<file path="config.mk">
export PLATFORM = sky130hd
export DESIGN_NAME = ram_port_arbiter_flat
export DESIGN_NICKNAME = d
export VERILOG_FILES = /design/src/rtl/ram_port_arbiter_pkg.sv /design/src/rtl/ram_port_arbiter_if.sv /design/src/rtl/ram_port_arbiter.sv /design/src/flat_wrapper.sv
export SDC_FILE = /design/constraint.sdc
export NUM_CORES = 1
export LEC_CHECK = 0
export CORE_MARGIN = 2
export CORE_UTILIZATION = 45
export DETAILED_ROUTE_END_ITERATION = 8
export GPL_ROUTABILITY_DRIVEN = 0
export GPL_TIMING_DRIVEN = 1
export PLACE_DENSITY = 0.85
export SLEW_MARGIN = 20
export SYNTH_ARGS = -nofsm -noshare
export SYNTH_HDL_FRONTEND = slang
export SYNTH_SLANG_ARGS = --single-unit
</file>
<file path="constraint.sdc">
create_clock -name clk -period 4.7 [get_ports clk]
set_input_delay 0.94 -clock clk [delete_from_list [all_inputs] [get_ports clk]]
set_output_delay 0.94 -clock clk [all_outputs]
set_load 0.005 [all_outputs]
</file>
<file path="src/rtl/ram_port_arbiter_pkg.sv">
// Shared types for the video/CPU RAM port arbiter.
// States, requester IDs and streak counter width.
package ram_arb_pkg;

  typedef enum logic [1:0] {
    IDLE,
    ISSUE,
    WAIT,
    ACK
  } state_t;

  localparam logic REQ_VID = 1'b0;
  localparam logic REQ_CPU = 1'b1;

  localparam int STREAK_W = 4;

endpackage

</file>
<file path="src/rtl/ram_port_arbiter_if.sv">
// Bus bundle between requesters, arbiter and RAM port.
// master = requester/RAM side, slave = arbiter side.
interface ram_port_arbiter_if #(
  parameter int ADDR_W = 16,
  parameter int DATA_W = 8
) ();

  logic              vid_req;
  logic [ADDR_W-1:0] vid_addr;
  logic              vid_ack;
  logic [DATA_W-1:0] vid_rdata;

  logic              cpu_req;
  logic              cpu_we;
  logic [ADDR_W-1:0] cpu_addr;
  logic [DATA_W-1:0] cpu_wdata;
  logic              cpu_ack;
  logic [DATA_W-1:0] cpu_rdata;

  logic              ram_en;
  logic              ram_we;
  logic [ADDR_W-1:0] ram_addr;
  logic [DATA_W-1:0] ram_wdata;
  logic [DATA_W-1:0] ram_q;

  modport master (
    output vid_req, vid_addr,
    output cpu_req, cpu_we, cpu_addr, cpu_wdata,
    output ram_q,
    input  vid_ack, vid_rdata,
    input  cpu_ack, cpu_rdata,
    input  ram_en, ram_we, ram_addr, ram_wdata
  );

  modport slave (
    input  vid_req, vid_addr,
    input  cpu_req, cpu_we, cpu_addr, cpu_wdata,
    input  ram_q,
    output vid_ack, vid_rdata,
    output cpu_ack, cpu_rdata,
    output ram_en, ram_we, ram_addr, ram_wdata
  );

endinterface

</file>
<file path="src/rtl/ram_port_arbiter.sv">
// Video/CPU arbiter and 4-cycle sequencer for one RAM port.
// Video has priority, bounded by a CPU starvation guard.
module ram_port_arbiter
  import ram_arb_pkg::*;
#(
  parameter int ADDR_W    = 16,
  parameter int DATA_W    = 8,
  parameter int VID_BURST = 4
) (
  input  logic clk,
  input  logic reset,
  ram_port_arbiter_if.slave bus,
  output logic busy
);

  localparam logic [STREAK_W-1:0] BURST =
    STREAK_W'(VID_BURST);

  state_t              state;
  state_t              state_nxt;
  logic [STREAK_W-1:0] streak;
  logic [STREAK_W-1:0] streak_nxt;
  logic                grant;
  logic                cpu_win;
  logic                win_id;

  // Next state, arbitration and streak update
  always_comb begin
    state_nxt  = state;
    streak_nxt = streak;
    grant      = 1'b0;
    cpu_win    = 1'b0;
    unique case (state)
      IDLE: begin
        if (bus.vid_req || bus.cpu_req) begin
          grant     = 1'b1;
          state_nxt = ISSUE;
          cpu_win   = bus.cpu_req &&
                      (!bus.vid_req || streak == BURST);
          if (!cpu_win && bus.cpu_req) begin
            if (streak != BURST)
              streak_nxt = streak + 1'b1;
          end else begin
            streak_nxt = '0;
          end
        end
      end
      ISSUE:   state_nxt = WAIT;
      WAIT:    state_nxt = ACK;
      ACK:     state_nxt = IDLE;
      default: state_nxt = IDLE;
    endcase
  end

  // State and streak registers
  always_ff @(posedge clk or posedge reset) begin
    if (reset) begin
      state  <= IDLE;
      streak <= '0;
    end else begin
      state  <= state_nxt;
      streak <= streak_nxt;
    end
  end

  // Winner latch; RAM port registers double as addr/wdata latch
  always_ff @(posedge clk or posedge reset) begin
    if (reset) begin
      win_id        <= REQ_VID;
      bus.ram_en    <= 1'b0;
      bus.ram_we    <= 1'b0;
      bus.ram_addr  <= '0;
      bus.ram_wdata <= '0;
    end else if (grant) begin
      win_id     <= cpu_win ? REQ_CPU : REQ_VID;
      bus.ram_en <= 1'b1;
      bus.ram_we <= cpu_win & bus.cpu_we;
      bus.ram_addr <= cpu_win ? bus.cpu_addr
                              : bus.vid_addr;
      if (cpu_win)
        bus.ram_wdata <= bus.cpu_wdata;
    end else begin
      bus.ram_en <= 1'b0;
      bus.ram_we <= 1'b0;
    end
  end

  // Capture read data in WAIT and pulse the winner's ack
  always_ff @(posedge clk or posedge reset) begin
    if (reset) begin
      bus.vid_ack   <= 1'b0;
      bus.cpu_ack   <= 1'b0;
      bus.vid_rdata <= '0;
      bus.cpu_rdata <= '0;
    end else begin
      bus.vid_ack <= 1'b0;
      bus.cpu_ack <= 1'b0;
      if (state == WAIT) begin
        if (win_id == REQ_CPU) begin
          bus.cpu_rdata <= bus.ram_q;
          bus.cpu_ack   <= 1'b1;
        end else begin
          bus.vid_rdata <= bus.ram_q;
          bus.vid_ack   <= 1'b1;
        end
      end
    end
  end

  assign busy = (state != IDLE);

endmodule

</file>
<file path="src/flat_wrapper.sv">
// flat-port wrapper written by rule: the top's interface ports become plain ports
module ram_port_arbiter_flat import ram_arb_pkg::*;
#(
  parameter int ADDR_W    = 16,
  parameter int DATA_W    = 8,
  parameter int VID_BURST = 4
)
  (clk, reset, busy, bus_vid_req, bus_vid_addr, bus_cpu_req, bus_cpu_we, bus_cpu_addr, bus_cpu_wdata, bus_ram_q, bus_vid_ack, bus_vid_rdata, bus_cpu_ack, bus_cpu_rdata, bus_ram_en, bus_ram_we, bus_ram_addr, bus_ram_wdata);
  ram_port_arbiter_if #(.ADDR_W(ADDR_W), .DATA_W(DATA_W)) bus_i ();
  input  logic clk;
  input  logic reset;
  output logic busy;
  input wire logic [$bits(bus_i.vid_req)-1:0] bus_vid_req;
  input wire logic [$bits(bus_i.vid_addr)-1:0] bus_vid_addr;
  input wire logic [$bits(bus_i.cpu_req)-1:0] bus_cpu_req;
  input wire logic [$bits(bus_i.cpu_we)-1:0] bus_cpu_we;
  input wire logic [$bits(bus_i.cpu_addr)-1:0] bus_cpu_addr;
  input wire logic [$bits(bus_i.cpu_wdata)-1:0] bus_cpu_wdata;
  input wire logic [$bits(bus_i.ram_q)-1:0] bus_ram_q;
  output wire logic [$bits(bus_i.vid_ack)-1:0] bus_vid_ack;
  output wire logic [$bits(bus_i.vid_rdata)-1:0] bus_vid_rdata;
  output wire logic [$bits(bus_i.cpu_ack)-1:0] bus_cpu_ack;
  output wire logic [$bits(bus_i.cpu_rdata)-1:0] bus_cpu_rdata;
  output wire logic [$bits(bus_i.ram_en)-1:0] bus_ram_en;
  output wire logic [$bits(bus_i.ram_we)-1:0] bus_ram_we;
  output wire logic [$bits(bus_i.ram_addr)-1:0] bus_ram_addr;
  output wire logic [$bits(bus_i.ram_wdata)-1:0] bus_ram_wdata;
  assign bus_i.vid_req = bus_vid_req;
  assign bus_i.vid_addr = bus_vid_addr;
  assign bus_i.cpu_req = bus_cpu_req;
  assign bus_i.cpu_we = bus_cpu_we;
  assign bus_i.cpu_addr = bus_cpu_addr;
  assign bus_i.cpu_wdata = bus_cpu_wdata;
  assign bus_i.ram_q = bus_ram_q;
  assign bus_vid_ack = bus_i.vid_ack;
  assign bus_vid_rdata = bus_i.vid_rdata;
  assign bus_cpu_ack = bus_i.cpu_ack;
  assign bus_cpu_rdata = bus_i.cpu_rdata;
  assign bus_ram_en = bus_i.ram_en;
  assign bus_ram_we = bus_i.ram_we;
  assign bus_ram_addr = bus_i.ram_addr;
  assign bus_ram_wdata = bus_i.ram_wdata;
  ram_port_arbiter #(.ADDR_W(ADDR_W), .DATA_W(DATA_W), .VID_BURST(VID_BURST)) u_core (.clk(clk), .reset(reset), .bus(bus_i), .busy(busy));
endmodule
</file>
# After elaboration in Yosys (flattened, before gate mapping)
# Index checks and enable logic that the tools add are counted.
# word_totals
register_bits	51
latchBits	0
mem_bits_rw	0
rom_bits	0
inputBits	53
out_inout_bits	45
elab_cells	49
mem_count	0
# op_classes
add_sub_neg	1
mul	0
div	0
magnitude_cmp	0
n_eq_ne	7
n_shift	0
muxes	16
bitwise_logic	2
reduce_logical	12
# ops
op	n
2-to-1 mux 16 bit	1
2-to-1 mux 1 bit	11
2-to-1 mux 4 bit	2
one-hot mux 2 bit (4 select lines)	1
AND reduction 2 bit	3
adder 4 x 1 -> 4 bit (second input constant)	1
equality test 2 bit (second input constant)	2
equality test 4 x 3 -> 1 bit (second input constant)	1
!= test 4 x 3 -> 1 bit (second input constant)	1
AND reduction 3 bit	1
equality test 2 x 1 -> 1 bit (second input constant)	1
logical AND 1 bit	2
logical NOT 1 bit	2
logical NOT 2 bit	1
logical OR 1 bit	2
2-to-1 mux 2 bit	1
!= test 2 x 1 -> 1 bit (second input constant)	1
!= test 2 bit (second input constant)	1
nonzero test 2 bit	1
bitwise AND 1 bit	1
NOT 1 bit	1

# Logic depth before layout (Yosys ltp)
# Gate-level depths: netlist of the first run.
# depth
word_depth	7
ltp_mapped	7
depth_no_buf	6

# Least setup slack after synthesis of the first run
# No wires, ideal clock.
# synth_timing
path_kind	input to register
from	input bus_cpu_req
to	register u_core.bus.ram_wdata[0]
setup_ns	0.125
arrival_ns	1.855
t_required_ns	4.575
slack_ns	2.720
cell_stages	4
n_path_buf	1
cell_sequence	inv_2 -> a211oi_4 -> buf_6 -> mux2_4
# synth_between
elab_chain_len	4
elab_cells_between_ends	7
cone_classes	4 x mux; 3 x reduce/logical
# synth_lines
item	line_no	source
start: declaration	flat_wrapper.sv:15	input wire logic [$bits(bus_i.cpu_req)-1:0] bus_cpu_req;
logical AND 1 bit / logical OR 1 bit (equally long branches)	ram_port_arbiter.sv:38, ram_port_arbiter.sv:35	
2-to-1 mux 1 bit	ram_port_arbiter.sv:35	if (bus.vid_req || bus.cpu_req) begin
2-to-1 mux 1 bit	ram_port_arbiter.sv:33	unique case (state)
AND reduction 2 bit (no source line) *	n/a	
end signal: assignment	ram_port_arbiter.sv:81	bus.ram_wdata <= bus.cpu_wdata;
end: declaration	ram_port_arbiter_if.sv:41	output ram_en, ram_we, ram_addr, ram_wdata
# Every way passes the cells marked *; elsewhere a longest branch is shown, timed or not.
# A chain may end at the register's enable or synchronous reset.

# Worst setup path after layout of the first run
# layout_timing
from	register u_core.state[0]
to	output busy
# layout_between
elab_chain_len	1
# layout_lines
item	line_no	source
start: declaration	ram_port_arbiter.sv:19	state_t state;
start signal: assignment	ram_port_arbiter.sv:61	state <= state_nxt;
nonzero test 2 bit	ram_port_arbiter.sv:110	assign busy = (state != IDLE);
end: declaration	flat_wrapper.sv:12	output logic busy;
# No other way between the ends.

==> results of run 1 <==
==> worst paths after layout <==
check / to / slack (ps) / cells after the start
worst max-delay path: busy / 1670 / 4
worst min-delay path: u_core.bus.vid_rdata[5] / 510 / 1
worst max register to register: u_core.bus.ram_addr[12] / 2300 / 5
worst min register to register: u_core.bus.vid_rdata[5] / 510 / 1
max in group asynchronous: u_core.state[1] / 3040 / 2
min in group asynchronous: u_core.win_id / 1140 / 2
==> critical path: cells and delay by family (launching register included) <==
family	cells	cell delay [ps]
DFF	1	370
adders and majority gates	1	620
buffers and inverters	3	800
==> layer usage <==
layer | up-vias | routed length (um)
li1 | 797 | -
met5 | - | 0
met4 | 0 | 106
met2 | 62 | 2980
met1 | 860 | 2280
met3 | 7 | 308
==> synthesized netlist by cell type <==
| master | n | area share |
|---|---|---|
| a211oi_4 | 1 | 0.0089 |
| a21o_1 | 1 | 0.0034 |
| a21oi_1 | 1 | 0.0022 |
| a221o_1 | 16 | 0.071 |
| a41oi_1 | 1 | 0.0039 |
| and3_1 | 1 | 0.0028 |
| buf_2 | 3 | 0.0067 |
| buf_6 | 2 | 0.010 |
| clkbuf_1 | 7 | 0.012 |
| dfrtp_1 | 51 | 0.57 |
| ha_1 | 5 | 0.028 |
| inv_1 | 11 | 0.018 |
| inv_2 | 1 | 0.0017 |
| mux2_2 | 23 | 0.12 |
| mux2_4 | 2 | 0.013 |
| nand2_1 | 5 | 0.0084 |
| nand2b_1 | 1 | 0.0028 |
| nand3_1 | 2 | 0.0045 |
| nand3b_4 | 1 | 0.0089 |
| nand4_1 | 2 | 0.0056 |
| nor3_1 | 1 | 0.0022 |
| nor3b_1 | 1 | 0.0034 |
| o2111a_1 | 16 | 0.080 |
| o211ai_1 | 1 | 0.0034 |
| o21ai_0 | 2 | 0.0045 |
| o22ai_1 | 2 | 0.0056 |
| or3_1 | 1 | 0.0028 |
==> layout make-up <==
class | count | area (um^2) | area share
inverter | 12 | 46.3 | 0.0137
clock buffer | 5 | 68.8 | 0.0203
clock inverter | 3 | 67.6 | 0.0200
multi-input combinational | 86 | 856 | 0.253
sequential | 51 | 1280 | 0.377
tap | 67 | 83.8 | 0.0248
timing repair buffer | 99 | 986 | 0.291
==> power groups by stage <==
| stage | clock [uW] | combinational [uW] | sequential (uW) |
|---|---|---|---|
| final | 361 | 915 | 764 |
| after global routing | 384 | 987 | 787 |
| after CTS | 368 | 929 | 764 |
| after detailed placement | 0 | 920 | 766 |
| after global placement | 0 | 887 | 762 |
| after floorplan | 0 | 403 | 769 |
==> flip-flops by register name, summed over array words and instances, names as in the netlist, 2 cells and up <==
register / cells
u_core.bus.ram_addr: 16
u_core.bus.cpu_rdata: 8
u_core.bus.ram_wdata: 8
u_core.bus.vid_rdata: 8
u_core.streak: 4
u_core.state: 2
==> logic make-up (layout without fill, tap and decap cells) <==
| logic type | count (synthesis) | in the layout |
|---|---|---|
| adders and majority gates | 5 | 5 |
| AOI/OAI and AO/OA | 41 | 41 |
| muxes | 25 | 25 |
| buffers and inverters | 24 | 119 |
| DFF | 51 | 51 |
| and+or+nand+nor | 15 | 15 |
==> through the flow <==
step	area, um^2	power (uW)	hold WS, ps	std cells	setup slack (ps)
5_1_grt	3380	2160	534	323	1540
2_1_floorplan	2240	1170	463	161	2530
3_5_place_dp	3250	1690	494	315	1490
4_1_cts	3380	2060	517	323	1660
3_3_place_gp	3250	1650	474	315	1540
6_report	3380	2040	512	323	1670
==> results.yml, run 1 <==
pwr:
  power_density_nw_per_um2: 603
  swShare: 0.289
  p_clk_frac: 0.177
  power.switching_uw: 589
  leakage_uw: 0.00141
  peakVddDrop_mv: 0.352
  p_seq_frac: 0.375
  pwr-share-comb: 0.448
  internal_power_uw: 1450
global_route:
  grt_pass1_vias: 1790
  grt_usage: 0.207
  antenna_found_initial: 0
  grt_pass1_wl_um: 8580
  grt_max_degree: 52
  top_usage_layer: "met2"
  use_met3: 0.0515
  grt_use_met2: 0.340
  gr-total-overflow: 0
  met1_usage: 0.265
clock_network:
  cts_tree: "yes"
  cts_setup_buffers: 0
  cts_num_sinks: 51
  cts_buffers: 5
  path_clk_slew_ps: 100
  cts_resized: 0
  cts_hold_buf: 0
  clock_latency_ps: 310
  cts_root_buffer: "clkbuf_8"
  clockBufferDepth: 2
  h-tree-depth: 2
floorplanning:
  fp.dieH_um: 74.6
  start_util: 0.471
  io_pins: 98
  die_area_um2: 5560
  dieWidth_um: 74.6
  rows: 25
  core_area_um2: 4750
cells_and_area:
  final_cell_mix: "97 x clkdlybuf4s50_1, 51 x dfrtp_1, 23 x mux2_2"
  fill_cells: 366
  drive_gt1_frac: 0.152
  area_growth_pct: 51.0
  layout_commonest_cell: "clkdlybuf4s50_1"
  final_util: 0.712
  n_antenna_cell: 0
  final_nets: 313
sta:
  post-route-period-util: 0.644
  fin_worst_skew_ps: 10.5
  finalSetupViolCount: 0
  hold_violations: 0
  period_minus_slack_ps: 3030
  tightest_slew_ps: 882
  fmax_ghz: 0.330
  rsz0062_at_grt: "false"
  slew_headroom: 0.412
  slew_violations: 0
  fin_tns_setup_ps: 0
detailed_routing:
  post_drt_wl_per_cell_um: 17.6
  drt_wl_total_um: 5680
  via_count: 1726
  vias_per_cell: 5.34
  drtIter0Drc: 87
  first_pass_iters: 4
  drcViolationCount: 0
  ant_nets: 0
critical_path:
  regToRegStartpoint: "u_core.state[0]"
  crit_top_cell: "inv_1"
  critPathMaxFanout: 20
  worst_setup_path_start_kind: "register"
  slowest_stage: "ha_1"
  path_class: "register to output pin"
  cp_data_arrival_time_ps: 2090
  cp_slowest_stage_delay_ps: 620
  critPathCaptureType: "output pin"
  path_cells: "inv_1, ha_1, inv_1, clkdlybuf4s50_1"
  required_ps: 3760
  startpoint: "u_core.state[0]"
placed_design:
  io_buffers: 97
  dp_hpwl_um: 3910
synthesis:
  synth_compound_area_frac: 0.184
  synthAdderAreaFrac: 0.0279
  synth_cell_types: 27
  syn_area_per_cell_um2: 13.9
  synth_area_um2: 2240
  synth_simple_gate_area_frac: 0.0413
  muxShareOfSynthArea: 0.129
  seq_area_frac_synth: 0.570
  netlist_instances: 161
  yosysWarnings: 0
  ys_ff_latch: 51
  synth-xor-area-share: 0
  synth_top_family_by_area: "compound AO/OA/AOI/OAI gates"
  synth_fp_nets: 219
run_status:
  status: "complete, no violations"
min_path:
  hp-class: "register to register"
  min_from: "u_core.bus.vid_rdata[5]"
flow_run:
  drv_cap: 0
Note: power is estimated with default switching activity, not from simulation.
==> run 2, diff against run 1 <==
--- a/config.mk
+++ b/config.mk
@@ -6,11 +6,11 @@
 export NUM_CORES = 1
 export LEC_CHECK = 0
 export CORE_MARGIN = 2
-export CORE_UTILIZATION = 45
+export CORE_UTILIZATION = 42
 export DETAILED_ROUTE_END_ITERATION = 8
 export GPL_ROUTABILITY_DRIVEN = 0
 export GPL_TIMING_DRIVEN = 1
-export PLACE_DENSITY = 0.85
+export PLACE_DENSITY = 0.8
 export SLEW_MARGIN = 20
 export SYNTH_ARGS = -nofsm -noshare
 export SYNTH_HDL_FRONTEND = slang
==> constraint.sdc (replaced) <==
create_clock -name clk -period 2.8 [get_ports clk]
set_input_delay 0.56 -clock clk [delete_from_list [all_inputs] [get_ports clk]]
set_output_delay 0.56 -clock clk [all_outputs]
set_load 0.005 [all_outputs]
==> results.yml, run 2 (synthesized netlist as in run 1, its figures left out) <==
sta:
  fin_ws_ps: 667
  slew_violations: 0
  fin_tns_setup_ps: 0
  tightest_slew_ps: 505
  finalSetupViolCount: 0
  fin_worst_skew_ps: 6.40
  slew_headroom: 0.661
  rsz0062_at_grt: "false"
  hold_violations: 0
  period_minus_slack_ps: 2130
  post-route-period-util: 0.762
  fmax_ghz: 0.469
clock_network:
  clock_latency_ps: 300
  clockBufferDepth: 2
  cts_setup_buffers: 0
  cts_root_buffer: "clkbuf_8"
  cts_resized: 0
  cts_hold_buf: 0
  cts_buffers: 5
  h-tree-depth: 2
  cts_tree: "yes"
  path_clk_slew_ps: 90
  cts_num_sinks: 51
detailed_routing:
  vias_per_cell: 5.15
  via_count: 1704
  drt_wl_total_um: 5360
  post_drt_wl_per_cell_um: 16.2
  ant_nets: 0
  first_pass_iters: 4
  drcViolationCount: 0
  drtIter0Drc: 121
critical_path:
  worstRegToRegCells: 6
  path_cells: "inv_1, ha_1, inv_1, clkdlybuf4s50_1"
  cp_slowest_stage_delay_ps: 520
  regToRegStartpoint: "u_core.streak[0]"
  critPathCaptureType: "output pin"
  path_class: "register to output pin"
  required_ps: 2240
  r2r_slack_ps: 850
  cp_data_arrival_time_ps: 1570
  slowest_stage: "clkdlybuf4s50_1"
  critPathMaxFanout: 4
  worst_setup_path_start_kind: "register"
  crit_top_cell: "inv_1"
  r2r_end: "u_core.bus.ram_wdata[1]"
global_route:
  antenna_found_initial: 0
  grt_usage: 0.189
  grt_pass1_vias: 1784
  gr-total-overflow: 0
  grt_max_degree: 21
  grt_pass1_wl_um: 8910
cells_and_area:
  layout_commonest_cell: "clkdlybuf4s50_1"
  multi_input_area_um2: 856
  largest_reg_flops: 16
  top_register: "u_core.bus.ram_addr"
  fill_cells: 420
  seqCellArea_um2: 1280
  n_antenna_cell: 0
  final_cell_mix: "97 x clkdlybuf4s50_1, 51 x dfrtp_1, 23 x mux2_2"
  drive_gt1_frac: 0.169
  final_nets: 319
  area_growth_pct: 51.8
  final_util: 0.662
floorplanning:
  core_area_um2: 5140
  rows: 26
  io_pins: 98
  dieWidth_um: 77.0
  die_area_um2: 5940
  fp.dieH_um: 77.0
  start_util: 0.436
min_path:
  min_from: "u_core.bus.vid_rdata[0]"
  min_to: "u_core.bus.vid_rdata[0]"
  holdPathStages: 1
  hp-class: "register to register"
pwr:
  leakage_uw: 0.00143
  power_density_nw_per_um2: 969
  peakVddDrop_mv: 0.463
  power.total_uw: 3300
placed_design:
  dpl_worst_slack_ps: 449
  dp_hpwl_um: 3920
  io_buffers: 97
flow_run:
  drv_cap: 0
run_status:
  status: "complete, no violations"
[run 2: cell count changes in the layout (fill, tap and decap cells not counted)]
cell,previous run,this run
clkinv_2,1,0
bufinv_16,2,1
buf_4,2,8
inv_2,1,2
[run 2: cell type report]
cell class,count,share of cell area
multi-input combinational,86,0.252
tap,70,0.0257
clock buffer,5,0.0202
timing repair buffer,105,0.303
sequential,51,0.375
inverter,12,0.0132
clock inverter,2,0.0110
[run 2: worst max path at each step]
stage | start | endpoint | depth (start not counted)
3_5_place_dp | bus_vid_req | u_core.bus.ram_addr[14] | 4
5_1_grt | u_core.state[1] | busy | 4
2_1_floorplan | reset | u_core.bus.cpu_ack | 1
6_report | u_core.state[0] | busy | 4
3_3_place_gp | bus_cpu_req | u_core.bus.ram_wdata[3] | 5
4_1_cts | u_core.state[1] | busy | 4
[run 2: per-stage QoR]
| step | instances | cell area, um^2 | hold slack [ps] |
|---|---|---|---|
| 2_1_floorplan | 161 | 2240 | 463 |
| 3_3_place_gp | 324 | 3300 | 487 |
| 3_5_place_dp | 324 | 3300 | 494 |
| 4_1_cts | 331 | 3400 | 514 |
| 5_1_grt | 331 | 3400 | 525 |
| 6_report | 331 | 3400 | 509 |
[run 2: report_power, final]
part | internal (uW) | leakage [uW] | switching (uW)
Combinational | 1010 | 0.000754 | 525
Clock | 261 | 0.0000502 | 231
Sequential | 1090 | 0.000625 | 185
Total | 2360 | 0.00143 | 941
[run 2: routing by layer]
layer | GRT usage | vias up | part of all wire
li1 | - | 814 | -
met1 | 0.248 | 826 | 0.43
met2 | 0.304 | 59 | 0.48
met3 | 0.0600 | 5 | 0.073
met4 | 0.0464 | 0 | 0.0097
met5 | 0 | - | 0
[run 2: critical path, delay by kind of cell (launching register included)]
kind	cells	cell delay (ps)
buffers and inverters	3	720
adder cells (fa/ha/maj)	1	210
flip-flops	1	340
